--- src/rtl/alu_issue_if.sv ---
// Handshake and operand bundle between ID, the ALU issue stage and the ALU.
// The master drives the instruction side and consumes the result side; the slave is the stage.
// Parameterised on DATA_MSB so operand buses track the stage width.
interface alu_issue_if #(
  parameter int DATA_MSB = 63
);
  // ID -> stage
  logic                in_valid;
  logic                in_ready;
  logic [1:0]          alu_op;
  logic [2:0]          funct3;
  logic                funct7_b5;
  logic                alu_src;
  logic [DATA_MSB:0]   rs1_data;
  logic [DATA_MSB:0]   rs2_data;
  logic [DATA_MSB:0]   imm;
  logic                flush;

  // stage -> ALU / EX
  logic                out_valid;
  logic                out_ready;
  logic [DATA_MSB:0]   data1;
  logic [DATA_MSB:0]   data2;
  logic [3:0]          alu_select;
  logic                illegal;

  modport master (
    output in_valid, alu_op, funct3, funct7_b5, alu_src,
           rs1_data, rs2_data, imm, flush, out_ready,
    input  in_ready, out_valid, data1, data2, alu_select, illegal
  );

  modport slave (
    input  in_valid, alu_op, funct3, funct7_b5, alu_src,
           rs1_data, rs2_data, imm, flush, out_ready,
    output in_ready, out_valid, data1, data2, alu_select, illegal
  );
endinterface

--- src/rtl/alu_issue_stage.sv ---
// Execute-issue stage: decodes ALUOp/funct into the ALU select code and muxes operand 2.
// Latency: one cycle from accept to out_valid; full throughput when out_ready stays high.
// Backpressure: holds outputs bit-stable while out_valid && !out_ready; flush wins over everything.
// Optional: define ALU_ISSUE_ERR_CNT_EN to add a saturating err_count of accepted illegal encodings.
module alu_issue_stage #(
  parameter int DATA_MSB = 63
) (
  input  logic        clk,
  input  logic        rst_n,
  alu_issue_if.slave  bus
`ifdef ALU_ISSUE_ERR_CNT_EN
  ,
  output logic [15:0] err_count
`endif
);

  logic              out_valid_q;
  logic [DATA_MSB:0] data1_q;
  logic [DATA_MSB:0] data2_q;
  logic [3:0]        alu_select_q;
  logic              illegal_q;

  logic              in_ready_c;
  logic              accept;
  logic [3:0]        dec_sel;
  logic              dec_illegal;
  logic [DATA_MSB:0] op2_sel;

  // Ready depends only on the held slot and flush, never on in_valid.
  assign in_ready_c = !bus.flush && (!out_valid_q || bus.out_ready);
  assign accept     = bus.in_valid && in_ready_c;
  assign op2_sel    = bus.alu_src ? bus.imm : bus.rs2_data;

  // Map ALUOp plus funct fields onto the ALU select code; unknown R-type encodings fall back to add.
  always_comb begin
    dec_sel     = 4'b0010;
    dec_illegal = 1'b0;
    case (bus.alu_op)
      2'b00: dec_sel = 4'b0010;
      2'b01: dec_sel = 4'b0110;
      2'b11: dec_sel = 4'b0111;
      default: begin
        case ({bus.funct3, bus.funct7_b5})
          4'b000_0: dec_sel = 4'b0010;
          4'b000_1: dec_sel = 4'b0110;
          4'b111_0: dec_sel = 4'b0000;
          4'b110_0: dec_sel = 4'b0001;
          4'b100_1: dec_sel = 4'b1100;
          default: begin
            dec_sel     = 4'b0010;
            dec_illegal = 1'b1;
          end
        endcase
      end
    endcase
  end

  // Valid/illegal flags: flush kills, accept loads, a lone drain empties the slot.
  always_ff @(posedge clk or negedge rst_n) begin
    if (!rst_n) begin
      out_valid_q <= 1'b0;
      illegal_q   <= 1'b0;
    end else if (bus.flush) begin
      out_valid_q <= 1'b0;
      illegal_q   <= 1'b0;
    end else if (accept) begin
      out_valid_q <= 1'b1;
      illegal_q   <= dec_illegal;
    end else if (out_valid_q && bus.out_ready) begin
      out_valid_q <= 1'b0;
      illegal_q   <= 1'b0;
    end
  end

  // Operand and select registers only change on accept; they hold through drain, stall and flush.
  always_ff @(posedge clk or negedge rst_n) begin
    if (!rst_n) begin
      data1_q      <= '0;
      data2_q      <= '0;
      alu_select_q <= 4'b0000;
    end else if (accept) begin
      data1_q      <= bus.rs1_data;
      data2_q      <= op2_sel;
      alu_select_q <= dec_sel;
    end
  end

`ifdef ALU_ISSUE_ERR_CNT_EN
  // Count accepted illegal encodings, sticking at all-ones.
  always_ff @(posedge clk or negedge rst_n) begin
    if (!rst_n) begin
      err_count <= 16'h0000;
    end else if (accept && dec_illegal && (err_count != 16'hFFFF)) begin
      err_count <= err_count + 16'h0001;
    end
  end
`endif

  assign bus.in_ready   = in_ready_c;
  assign bus.out_valid  = out_valid_q;
  assign bus.data1      = data1_q;
  assign bus.data2      = data2_q;
  assign bus.alu_select = alu_select_q;
  assign bus.illegal    = illegal_q;

endmodule
--- src/flat_wrapper.sv ---
// flat-port wrapper written by rule: the top's interface ports become plain ports
module alu_issue_stage_flat 
#(
  parameter int DATA_MSB = 63
)
  (clk, rst_n, bus_in_valid, bus_alu_op, bus_funct3, bus_funct7_b5, bus_alu_src, bus_rs1_data, bus_rs2_data, bus_imm, bus_flush, bus_out_ready, bus_in_ready, bus_out_valid, bus_data1, bus_data2, bus_alu_select, bus_illegal);
  alu_issue_if #(.DATA_MSB(DATA_MSB)) bus_i ();
  input  logic clk;
  input  logic rst_n;
  input wire logic [$bits(bus_i.in_valid)-1:0] bus_in_valid;
  input wire logic [$bits(bus_i.alu_op)-1:0] bus_alu_op;
  input wire logic [$bits(bus_i.funct3)-1:0] bus_funct3;
  input wire logic [$bits(bus_i.funct7_b5)-1:0] bus_funct7_b5;
  input wire logic [$bits(bus_i.alu_src)-1:0] bus_alu_src;
  input wire logic [$bits(bus_i.rs1_data)-1:0] bus_rs1_data;
  input wire logic [$bits(bus_i.rs2_data)-1:0] bus_rs2_data;
  input wire logic [$bits(bus_i.imm)-1:0] bus_imm;
  input wire logic [$bits(bus_i.flush)-1:0] bus_flush;
  input wire logic [$bits(bus_i.out_ready)-1:0] bus_out_ready;
  output wire logic [$bits(bus_i.in_ready)-1:0] bus_in_ready;
  output wire logic [$bits(bus_i.out_valid)-1:0] bus_out_valid;
  output wire logic [$bits(bus_i.data1)-1:0] bus_data1;
  output wire logic [$bits(bus_i.data2)-1:0] bus_data2;
  output wire logic [$bits(bus_i.alu_select)-1:0] bus_alu_select;
  output wire logic [$bits(bus_i.illegal)-1:0] bus_illegal;
  assign bus_i.in_valid = bus_in_valid;
  assign bus_i.alu_op = bus_alu_op;
  assign bus_i.funct3 = bus_funct3;
  assign bus_i.funct7_b5 = bus_funct7_b5;
  assign bus_i.alu_src = bus_alu_src;
  assign bus_i.rs1_data = bus_rs1_data;
  assign bus_i.rs2_data = bus_rs2_data;
  assign bus_i.imm = bus_imm;
  assign bus_i.flush = bus_flush;
  assign bus_i.out_ready = bus_out_ready;
  assign bus_in_ready = bus_i.in_ready;
  assign bus_out_valid = bus_i.out_valid;
  assign bus_data1 = bus_i.data1;
  assign bus_data2 = bus_i.data2;
  assign bus_alu_select = bus_i.alu_select;
  assign bus_illegal = bus_i.illegal;
  alu_issue_stage #(.DATA_MSB(DATA_MSB)) u_core (.clk(clk), .rst_n(rst_n), .bus(bus_i));
endmodule
--- config.mk ---
export PLATFORM = sky130hd
export DESIGN_NAME = alu_issue_stage_flat
export DESIGN_NICKNAME = d
export VERILOG_FILES = /design/src/rtl/alu_issue_if.sv /design/src/rtl/alu_issue_stage.sv /design/src/flat_wrapper.sv
export SDC_FILE = /design/constraint.sdc
export NUM_CORES = 1
export LEC_CHECK = 0
export ABC_AREA = 1
export CORE_AREA = 2 2 130 132
export DETAILED_ROUTE_END_ITERATION = 16
export DIE_AREA = 0 0 132 134
export PLACE_DENSITY = 0.77
export SETUP_SLACK_MARGIN = 0.3
export SLEW_MARGIN = 0
export SYNTH_ARGS = -nofsm -noshare
export SYNTH_HDL_FRONTEND = slang
export SYNTH_SLANG_ARGS = --single-unit
--- constraint.sdc ---
create_clock -name clk -period 2.5 [get_ports clk]
set_input_delay 0.25 -clock clk [delete_from_list [all_inputs] [get_ports clk]]
set_output_delay 0.25 -clock clk [all_outputs]
set_load 0.1 [all_outputs]
After elaboration in Yosys (flattened, before gate mapping)
Index checks and enable logic that the tools add are counted.
{"block": "op_classes", "eq_ne": 6, "mux": 10, "n_reduce_logical": 11}
{"op": "$mux W64", "n": 1}
{"op": "$pmux W4 S4", "n": 1}
{"op": "$eq A4 B4 Y1 const B", "n": 3}
{"op": "$pmux W4 S3", "n": 1}
{"op": "$mux W1", "n": 7}
{"op": "$reduce_or A5 Y1", "n": 1}
{"op": "$eq A4 B1 Y1 const B", "n": 1}
{"op": "$logic_not A4 Y1", "n": 1}
{"op": "$logic_and A1 B1 Y1", "n": 3}
{"op": "$reduce_bool A3 Y1", "n": 1}
{"op": "$reduce_or A3 Y1", "n": 1}
{"op": "$eq A2 B1 Y1 const B", "n": 1}
{"op": "$eq A2 B2 Y1 const B", "n": 1}
{"op": "$logic_not A1 Y1", "n": 2}
{"op": "$logic_not A2 Y1", "n": 1}
{"op": "$logic_or A1 B1 Y1", "n": 1}
{"block": "totals", "ff_bits": 134, "out_inout_bits": 135}

Logic depth before layout (Yosys ltp)
{"block": "depth", "word_depth": 6, "ltp_mapped": 8, "depth_no_buf": 7}

Worst setup path after synthesis
No wires, ideal clock.
{"block": "synth_path", "path_kind": "register to output", "startpoint": "register u_core.out_valid_q (netlist: u_core.bus.out_valid)", "endpoint": "output port bus_in_ready", "arrival_time_ns": 2.197, "setup_slack_ns": 0.053, "path_stages_with_launch": 4, "path_buffers": 0, "path_cell_list": "dfrtp_1 > inv_1 > nor2_1 > nor2_1"}
{"block": "synth_via", "elab_chain_cells": 3}
{"item": "start, declared", "line": "alu_issue_stage.sv:17", "text": "logic out_valid_q;"}
{"item": "start signal, assigned", "line": "alu_issue_stage.sv:61", "text": "out_valid_q <= 1'b0;"}
{"item": "start signal, assigned", "line": "alu_issue_stage.sv:64", "text": "out_valid_q <= 1'b0;"}
{"item": "start signal, assigned", "line": "alu_issue_stage.sv:67", "text": "out_valid_q <= 1'b1;"}
{"item": "$logic_not A1 Y1", "line": "alu_issue_stage.sv:30", "text": "assign in_ready_c = !bus.flush && (!out_valid_q || bus.out_ready);"}
{"item": "$logic_or A1 B1 Y1", "line": "alu_issue_stage.sv:30"}
{"item": "$logic_and A1 B1 Y1", "line": "alu_issue_stage.sv:30"}
{"item": "end, declared", "line": "flat_wrapper.sv:20", "text": "output wire logic [$bits(bus_i.in_ready)-1:0] bus_in_ready;"}
Every way passes these cells.

Worst setup path in the final report
{"block": "layout_path", "startpoint": "register u_core.out_valid_q (netlist: u_core.bus.out_valid)", "endpoint": "register u_core.data1_q[11] (netlist: u_core.bus.data1[11])"}
{"block": "layout_via", "elab_chain_cells": 4}
{"item": "$logic_not A1 Y1", "line": "alu_issue_stage.sv:30"}
{"item": "$logic_or A1 B1 Y1", "line": "alu_issue_stage.sv:30"}
{"item": "$logic_and A1 B1 Y1", "line": "alu_issue_stage.sv:30"}
{"item": "$logic_and A1 B1 Y1", "line": "alu_issue_stage.sv:31", "text": "assign accept = bus.in_valid && in_ready_c;"}
{"item": "end signal, assigned", "line": "alu_issue_stage.sv:82", "text": "data1_q <= bus.rs1_data;"}
{"item": "end, declared", "line": "alu_issue_stage.sv:18", "text": "logic [DATA_MSB:0] data1_q;"}
Every way passes these cells.
A chain may end at the register's enable or synchronous reset.

==> impl_metrics.env <==
export IMPL_status="finished, final reports clean"
export IMPL_tightest_slew_ps=985.7
export IMPL_wire_per_inst_um=14.80
export IMPL_grt_usage=0.2058
export IMPL_hold_path_class="in -> reg"
export IMPL_setup_viol=0
export IMPL_drt_iter0_drc=278
export IMPL_drc_errors=0
export IMPL_nNetsFinal=1204
export IMPL_clock_skew_final_ps=4.875
export IMPL_post_cts_resized=0
export IMPL_hpwl_um=13380
export IMPL_slowest_delay_ps=430
export IMPL_start_util=0.3573
export IMPL_gr_total_overflow=0
export IMPL_tns_ps=0
export IMPL_post_place_ws_ps=528.1
export IMPL_required_ps=2840
export IMPL_grt_pass1_vias=5320
export IMPL_yosys_warnings=0
export IMPL_dieWidth_um=132
export IMPL_viasPerCell=4.558
export IMPL_final_seq_area_sq_mm=0.003353
export IMPL_netlist_area_sq_mm=0.005821
export IMPL_synth_cell_types=17
export IMPL_synthTopCellsByArea="dfrtp_1, nand2_1, o21ai_0, or2_2, o21ai_1"
export IMPL_power_leakage_nw=4.675
export IMPL_antenna_left=0
export IMPL_start_kind="flop"
export IMPL_critPathArrivalTime_ps=2010
export IMPL_area_growth_syn_to_layout_pct=64.72
export IMPL_crit_slowest_cell="dfrtp_1"
export IMPL_slew_headroom=0.3429
export IMPL_via_count=5620
export IMPL_path_clk_slew_ps=60
export IMPL_portBuffers=338
export IMPL_num_io_pins=339
export IMPL_n_antenna_cell=0
export IMPL_clk_latency_ps=400
export IMPL_syn_area_per_cell_sq_um=8.610
export IMPL_slew_violations=0
export IMPL_routed_wl_um=18250
export IMPL_path_cells="nand2_2 > nand3_4 > inv_2 > buf_12 > nand2_1 > nand2_1"
export IMPL_cp_max_fo=49
export IMPL_synthDominantCellAreaShare=0.5761
export IMPL_cts_setup_buffers=0
export IMPL_period_needed_ps=1667
export IMPL_fp_row_count=47
export IMPL_crit_path_end_kind="flop"
export IMPL_syn_inst=676
export IMPL_critical_path_most_common_cell="nand2_1"
export IMPL_synth_top_cell_by_area="dfrtp_1"
export IMPL_powerDensity_mw_per_mm2=950.7
export IMPL_synth_seq_cells=134
export IMPL_hold_violations=0
export IMPL_fillCellCount=1459
export IMPL_multi_input_area_sq_mm=0.002178
export IMPL_r2r_start="u_core.bus.out_valid$_DFFE_PN0P_"
export IMPL_grt_pass1_wl_um=28570
export IMPL_fp_dieH_um=134
export IMPL_post_route_util=0.5886
export IMPL_clockBufferDepth=2
export IMPL_clock_sinks=134
export IMPL_syn_nets=880
export IMPL_crit_start="u_core.bus.out_valid$_DFFE_PN0P_"
export IMPL_ys_seq_area_frac=0.5761
export IMPL_rsz0062_at_grt="no"
export IMPL_crit_type="reg -> reg"
export IMPL_cts_tree="yes"
export IMPL_cts_buffers=17
export IMPL_cap_violations=0
export IMPL_worst_hold_startpoint="bus_rs1_data[3]"
export IMPL_ir_drop_v=0.0004551
export IMPL_min_period_over_period=0.6669
export IMPL_cts_root_buf="clkbuf_16"
export IMPL_timing_fmax_mhz=599.8
export IMPL_grt_max_degree=95
export IMPL_drive_gt1_frac=0.2399
export IMPL_cts_hold_buf=1
export IMPL_dieArea_sq_mm=0.01769
export IMPL_fp_coreArea_sq_mm=0.01629
export IMPL_gp_congestion=0.8032
export IMPL_drtPass1Iterations=4
export IMPL_antenna_found_initial=0
export IMPL_worst_slack_ps=832.8
export IMPL_ctsHtreeMaxLevel=4
## synthesized netlist by cell type
library cell,n
nand2_1,279
dfrtp_1,134
o21ai_0,103
or2_2,64
o21ai_1,26
buf_4,13
buf_2,10
clkbuf_2,10
inv_1,10
nor2_1,10
clkbuf_1,6
inv_2,3
nand3_1,3
buf_6,2
nand2_2,1
nand3_4,1
nand4_1,1
## logic make-up after synthesis
logic type      after synthesis  synth area share
flops                       134            0.5761
buf+inv                      54           0.05009
compound gates              129            0.1109
simple gates                359            0.2629
## cell type report
type,count,share of cell area
sequential,134,0.3497
tap,220,0.02871
multi-input combinational,488,0.2272
inverter,13,0.005089
clock buffer,23,0.04985
clock inverter,9,0.01044
timing repair buffer,346,0.3290
## placed cells by master (no fill, tap or decap), types with 2 or more instances in the layout
master	n
clkbuf_1	3
clkbuf_16	17
clkinv_2	5
dfrtp_1	134
clkinvlp_4	2
o21ai_0	103
clkdlybuf4s50_1	201
bufinv_16	2
nor2_1	9
buf_12	4
buf_4	138
o21ai_1	26
inv_2	3
or2_2	64
clkbuf_8	3
nand3_1	3
nand2_1	279
inv_1	10
## state kept, by name (all words and copies together) (netlist names)
name,cells
u_core.bus.alu_select,4
u_core.bus.data1,64
u_core.bus.data2,64
u_core.bus.illegal,1
u_core.bus.out_valid,1
## power by group
group	internal [mW]	switching (mW)	leakage (nW)
Sequential	2.50	0.191	1.65
Clock	1.54	0.909	0.283
Combinational	0.907	3.07	2.74
## path summary, 6_finish.rpt
check / to / slack [ps] / cells after the start
min reg2reg: u_core.bus.alu_select[2]$_DFFE_PN0P_ / 480 / 2
max in group asynchronous: u_core.bus.data2[56]$_DFFE_PN0P_ / 1450 / 3
min in group asynchronous: u_core.bus.data1[58]$_DFFE_PN0P_ / 380 / 2
max: u_core.bus.data1[11]$_DFFE_PN0P_ / 830 / 6
min: u_core.bus.data1[3]$_DFFE_PN0P_ / 370 / 3
max reg2reg: u_core.bus.data1[11]$_DFFE_PN0P_ / 830 / 6
## through the flow
step / instance area [sq um] / std cells / hold WS, ps / power [mW]
after floorplan: 5823 / 676 / -45.59 / 5.599
after global placement: 9000 / 1200 / 205.9 / 6.680
after detailed placement: 9000 / 1200 / 204.6 / 6.718
after CTS: 9588 / 1233 / 330.2 / 9.186
after global routing: 9588 / 1233 / 357.3 / 9.453
final: 9588 / 1233 / 371.3 / 9.116
## layer usage
metal | up-vias | part of all wire | global-route usage
met5 | - | 0 | 0
met4 | 0 | 0.035 | 0.1014
met3 | 41 | 0.067 | 0.06009
met2 | 217 | 0.49 | 0.3336
met1 | 2579 | 0.41 | 0.2523
li1 | 2783 | - | -
## worst max-delay path: cells and delay by family (launching register included)
kind | cells | cell delay (ps)
buffers and inverters | 2 | 630
flip-flops | 1 | 430
AND/OR/NAND/NOR | 4 | 500
Power figures use the tool's default switching activity.
